**config.mk**
```make
export PLATFORM = sky130hd
export DESIGN_NAME = ofm_writeback
export DESIGN_NICKNAME = d
export VERILOG_FILES = /design/src/rtl/ofm_writeback.sv
export SDC_FILE = /design/constraint.sdc
export NUM_CORES = 1
export LEC_CHECK = 0
export CAP_MARGIN = 5
export CORE_ASPECT_RATIO = 0.8
export CORE_MARGIN = 1.5
export CORE_UTILIZATION = 40
export CTS_CLUSTER_DIAMETER = 80
export DETAILED_ROUTE_END_ITERATION = 8
export GPL_ROUTABILITY_DRIVEN = 0
export PLACE_DENSITY = 0.71
export SYNTH_ARGS = -nofsm -noshare
export SYNTH_HDL_FRONTEND = slang
export SYNTH_SLANG_ARGS = --single-unit
```
**constraint.sdc**
```tcl
create_clock -name clk -period 4.7 [get_ports clk]
set_input_delay 0.47 -clock clk [delete_from_list [all_inputs] [get_ports clk]]
set_output_delay 0.47 -clock clk [all_outputs]
set_load 0.05 [all_outputs]
```
**src/rtl/ofm_writeback.sv**
```systemverilog
// ofm_writeback: output-feature writeback stage behind the CLP array.
// Takes Tm-lane beats (in_data qualified by in_valid), applies optional
// per-lane ReLU, packs BPW beats per DATA_BUS_WIDTH word and writes the
// words to consecutive addresses of the selected ping-pong bank. One
// start/descriptor covers one contiguous output tile.
//
// Ports:
//   clk, rst                      clock, synchronous active-high reset
//   start, base_addr, beat_count,
//   bank_sel, relu_en             tile command (honoured only when idle)
//   in_valid, in_data             CLP beat stream, no backpressure
//   wr_en, wr_addr, wr_data,
//   wr_bank                       registered memory write port
//   busy, done                    tile in progress / one-cycle completion
//   beats_written                 beats accepted in current/last tile
//   drop_err                      sticky: beat seen while not accepting
module ofm_writeback #(
  parameter int Tm             = 4,
  parameter int FEATURE_WIDTH  = 16,
  parameter int DATA_BUS_WIDTH = 128,
  parameter int ADDR_WIDTH     = 8
) (
  input  logic                        clk,
  input  logic                        rst,
  input  logic                        start,
  input  logic [ADDR_WIDTH-1:0]       base_addr,
  input  logic [15:0]                 beat_count,
  input  logic                        bank_sel,
  input  logic                        relu_en,
  input  logic                        in_valid,
  input  logic [Tm*FEATURE_WIDTH-1:0] in_data,
  output logic                        wr_en,
  output logic [ADDR_WIDTH-1:0]       wr_addr,
  output logic [DATA_BUS_WIDTH-1:0]   wr_data,
  output logic                        wr_bank,
  output logic                        busy,
  output logic                        done,
  output logic [15:0]                 beats_written,
  output logic                        drop_err
);
  localparam int BEAT_W = Tm * FEATURE_WIDTH;
  localparam int BPW    = DATA_BUS_WIDTH / BEAT_W;
  localparam int KW     = (BPW > 1) ? $clog2(BPW) : 1;

  typedef enum logic [1:0] {S_IDLE, S_COLLECT, S_FLUSH, S_DONE} state_t;
  state_t state, state_nxt;

  // Latched descriptor and packing state
  logic [ADDR_WIDTH-1:0]     waddr;
  logic [15:0]               bc_q;
  logic                      bank_q, relu_q;
  logic [KW-1:0]             k;
  logic [DATA_BUS_WIDTH-1:0] pack;

  logic                      accept, take, last, word_end;
  logic [BEAT_W-1:0]         beat_r;
  logic [DATA_BUS_WIDTH-1:0] pack_nxt;

  assign accept = (state == S_IDLE) && start;
  assign take   = (state == S_COLLECT) && in_valid;
  assign last   = take && ((beats_written + 16'd1) == bc_q);

  // State register
  always_ff @(posedge clk) begin
    if (rst) state <= S_IDLE;
    else     state <= state_nxt;
  end

  // Next-state logic
  always_comb begin
    state_nxt = state;
    case (state)
      S_IDLE:    if (start) state_nxt = (beat_count == 16'd0) ? S_DONE : S_COLLECT;
      S_COLLECT: if (last)  state_nxt = S_FLUSH;
      S_FLUSH:   state_nxt = S_DONE;
      S_DONE:    state_nxt = S_IDLE;
      default:   state_nxt = S_IDLE;
    endcase
  end

  // Beat conditioning and slot insertion; a word closes when the last slot
  // fills or the tile's final beat arrives (leaving upper slots zero).
  always_comb begin
    beat_r = in_data;
    if (relu_q) begin
      for (int l = 0; l < Tm; l++)
        if (in_data[(l+1)*FEATURE_WIDTH-1])
          beat_r[l*FEATURE_WIDTH +: FEATURE_WIDTH] = '0;
    end
    pack_nxt = pack;
    for (int s = 0; s < BPW; s++)
      if (k == KW'(s)) pack_nxt[s*BEAT_W +: BEAT_W] = beat_r;
    word_end = take && ((k == KW'(BPW-1)) || last);
  end

  // Registered datapath and outputs
  always_ff @(posedge clk) begin
    if (rst) begin
      waddr         <= '0;
      bc_q          <= '0;
      bank_q        <= 1'b0;
      relu_q        <= 1'b0;
      k             <= '0;
      pack          <= '0;
      wr_en         <= 1'b0;
      wr_addr       <= '0;
      wr_data       <= '0;
      wr_bank       <= 1'b0;
      busy          <= 1'b0;
      done          <= 1'b0;
      beats_written <= '0;
      drop_err      <= 1'b0;
    end else begin
      wr_en <= 1'b0;
      done  <= (state_nxt == S_DONE);
      busy  <= (state_nxt == S_COLLECT) || (state_nxt == S_FLUSH);
      // A beat alongside the accepted start is still dropped, so set wins.
      drop_err <= (drop_err & ~accept) | (in_valid & (state != S_COLLECT));

      if (accept) begin
        waddr         <= base_addr;
        bc_q          <= beat_count;
        bank_q        <= bank_sel;
        relu_q        <= relu_en;
        k             <= '0;
        pack          <= '0;
        beats_written <= '0;
      end

      if (take) begin
        beats_written <= beats_written + 16'd1;
        if (word_end) begin
          wr_en   <= 1'b1;
          wr_addr <= waddr;
          wr_data <= pack_nxt;
          wr_bank <= bank_q;
          waddr   <= waddr + ADDR_WIDTH'(1);
          k       <= '0;
          pack    <= '0;
        end else begin
          k    <= k + KW'(1);
          pack <= pack_nxt;
        end
      end
    end
  end
endmodule

```
==> metrics.yaml <==
logic_synthesis:
  async_reset_ff_share_pct: 0
  yosysTopAreaCellShare_pct: 45.42
  ys_ff_latch: 314
  yosysTopAreaCell: "dfxtp_1"
  synthCells: 1535
  syn_area_um2: 13840
  yosysWarnings: 0
  seq_area_frac_synth_pct: 45.42
  synth_edf_count: 0
  syn_nets: 1632
  synthFlopType: "dfxtp_1"
  syn_avg_cell_area_um2: 9.017
  synth.area.top_cells: "dfxtp_1 45%, a211oi_2 8.1%, nor2b_1 5.8%"
  yosysUniqueCellTypes: 60
sta:
  finalMaxSlewViolations: 0
  min_period_over_period_pct: 81.14
  relSlewSlack_pct: 15.19
  rsz0062_at_grt: "false"
  tightest_slew_ps: 1272
  setup_ws_ps: 886.6
  finalSetupTns_ps: 0
  worst_hold_slack_ps: 453.1
  setup_viol: 0
  hold_violations: 0
  fmax_ghz: 0.2622
  clock_skew_ps: 13.33
  finalCriticalPeriod_ps: 3813
floorplanning:
  die_area_um2: 35730
  num_rows: 60
  die_y_um: 169.4
  fp.dieW_um: 211.0
  start_util_pct: 40.88
  design.core.area_um2: 33860
  pin_count: 251
global_routing:
  grt_antenna_before_repair: 2
  grt_pass1_wl_um: 62160
  grt-ovfl-total: 0
  grt_util_met2_pct: 32.50
  use_met3_pct: 4.645
  met1_usage_pct: 30.49
  grt.busiest_layer: "met2"
  grt_use_total_pct: 21.52
  grt_pass1_vias: 11210
  grt_max_degree: 251
worst_hold_path:
  hold_class: "reg -> reg"
  hold_end: "pack[1]"
  hp-start: "pack[1]"
  whs_path_depth: 2
clock_tree:
  hold_buffers: 0
  h-tree-depth: 2
  clkTransAtPathRegs_ps: 60
  clk_path_buf_depth: 3
  cts_tree: "yes"
  clock_latency_ps: 520
  cts_made_buffers: 34
  cts-root-buf: "clkbuf_16"
  cts_setup_buffers: 0
  clock_sinks: 314
  cts_resized: 0
routing:
  wl_per_cell_um: 18.01
  antenna_left: 0
  vias_per_cell: 5.434
  drt_iter0_markers: 1029
  vias: 11810
  drc: 0
  wl_um: 39130
  firstDrtPassIters: 5
placement:
  io_buffers: 250
  dp_hpwl_um: 24080
  dpl_cell_area_um2: 16340
  pre_cts_slack_ps: 965.9
critical_path:
  crit_required_ps: 5050
  worstPathMaxFanout: 127
  rr_worst_depth: 9
  timing.rr.start: "beats_written[0]"
  r2r-end: "wr_data[96]"
  r2r_slack_ps: 890
  crit_arrival_ps: 4160
  critPathKind: "reg -> reg"
  endpoint_kind: "flip-flop"
  start_kind: "flip-flop"
status:
  outcome: "completed"
cells_and_area:
  nets: 1783
  final_util_pct: 51.44
  area_growth_pct: 25.84
  drive_gt1_share_pct: 14.94
  stdcell_area_um2: 17420
  nFillCells: 3110
power_and_ir_drop:
  powerDensity_nw_per_um2: 346.3
  p_leak_nw: 5.873
  ir_worst_vdd_mv: 0.1938
flow_run:
  cap_violations: 0
[cell usage in the layout (no fill, tap or decap), types with 3 or more instances in the layout]
cell type and n:
a211oi_1 39, a211oi_2 90, a21oi_1 158, a21oi_2 80, a22o_1 3, a22oi_1 3, a311oi_1 3, a31oi_1 64
and3_1 4, and4_1 3, buf_12 5, buf_4 10, clkbuf_1 7, clkbuf_16 35, clkbuf_8 10, clkdlybuf4s50_1 249
dfxtp_1 313, ha_1 3, inv_1 7, mux2i_1 8, nand2_1 183, nand3_1 22, nand3b_1 3, nand4_1 3
nor2_1 86, nor2b_1 129, nor3_1 14, nor4_1 8, o211ai_1 3, o21ai_0 89, o311ai_0 5, o31a_1 5
xnor2_1 16, xor2_1 7
[cells by family after synthesis]
kind of cell    Yosys count  synth area share [%]
compound gates          557                 29.71
xor+xnor                 23                 1.455
mux                       8                0.5786
fa+ha+maj                 3                0.2712
flops                   314                 45.42
simple gates            473                 16.63
buf+inv                 157                 5.930
[critical path, cell delays in order, from the launching register on]
cell	delay [ps]
dfxtp_1	510
ha_1	380
nand3_2	210
nor4_1	540
xnor2_1	200
o2111a_1	310
nand3_1	420
nand2_4	200
buf_12	620
a211oi_1	170
[cells in the mapped netlist, types with 3 or more instances]
library cell  number
o311ai_0           5
nor2_1            87
o211ai_1           3
nand3b_1           3
o21ai_0           89
nor3_1            14
o31a_1             5
nand3_1           22
buf_4              8
a21oi_2           80
nor2b_1          129
a211oi_1          39
xor2_1             7
dfxtp_1          314
buf_2             31
nor4_1             8
inv_1              7
a22o_1             3
and3_1             5
a211oi_2          90
a311oi_1           3
nand2_1          185
clkbuf_1          92
xnor2_1           16
a21oi_1          158
mux2i_1            8
and4_1             3
buf_12             9
a31oi_1           64
buf_1              7
ha_1               3
nand4_1            3
a22oi_1            3
[stage by stage]
| step | total power, W | std cells |
|---|---|---|
| finish | 0.006032 | 2173 |
| global route | 0.006262 | 2173 |
| CTS | 0.006093 | 2172 |
| detailed placement | 0.003507 | 2115 |
| global placement | 0.003497 | 2115 |
| floorplan | 0.003273 | 1535 |
[sequential cells by signal, indices dropped and copies added (netlist names)]
| register | flops |
|---|---|
| k | 1 |
| drop_err | 1 |
| waddr | 8 |
| bc_q | 16 |
| wr_en | 1 |
| wr_addr | 8 |
| pack | 128 |
| state | 2 |
| wr_bank | 1 |
| wr_data | 128 |
| done | 1 |
| bank_q | 1 |
| relu_q | 1 |
| beats_written | 16 |
| busy | 1 |
[area by class of cell]
| cell class | instances | area, um2 | area share (%) |
|---|---|---|---|
| Clock inverter | 6 | 43.79 | 0.2514 |
| Multi-Input combinational cell | 1064 | 6765 | 38.84 |
| Timing Repair Buffer | 265 | 2681 | 15.40 |
| Tap cell | 465 | 581.8 | 3.341 |
| Antenna cell | 1 | 2.502 | 0.01437 |
| Sequential cell | 314 | 6290 | 36.11 |
| Clock buffer | 51 | 1026 | 5.891 |
| Inverter | 7 | 26.28 | 0.1509 |
[metal layers]
| metal | vias to the layer above | part of all wire (%) |
|---|---|---|
| li1 | 5737 | - |
| met1 | 5635 | 47 |
| met2 | 370 | 44 |
| met3 | 63 | 6.3 |
| met4 | 2 | 2.6 |
| met5 | - | 0.033 |
[where the power goes]
group | leakage (nW) | total (W) | internal, W | switching (W)
registers | 2.54 | 0.00276 | 0.00272 | 0.0000459
logic | 2.81 | 0.000683 | 0.000229 | 0.000454
clock network | 0.525 | 0.00258 | 0.00151 | 0.00108
total | 5.87 | 0.00603 | 0.00446 | 0.00158
[worst max-delay path by stage]
| stage | startpoint | to | slack [ps] | cells after the start |
|---|---|---|---|---|
| final | beats_written[0] | wr_data[96] | 890 | 9 |
| after global routing | beats_written[0] | wr_data[95] | 580 | 9 |
| after CTS | beats_written[0] | wr_data[106] | 940 | 9 |
| after detailed placement | beats_written[0] | wr_data[96] | 970 | 9 |
| after global placement | in_valid | wr_data[104] | 1070 | 9 |
| after floorplan | beats_written[0] | busy | 1610 | 12 |
(Power assumes the default switching activity.)
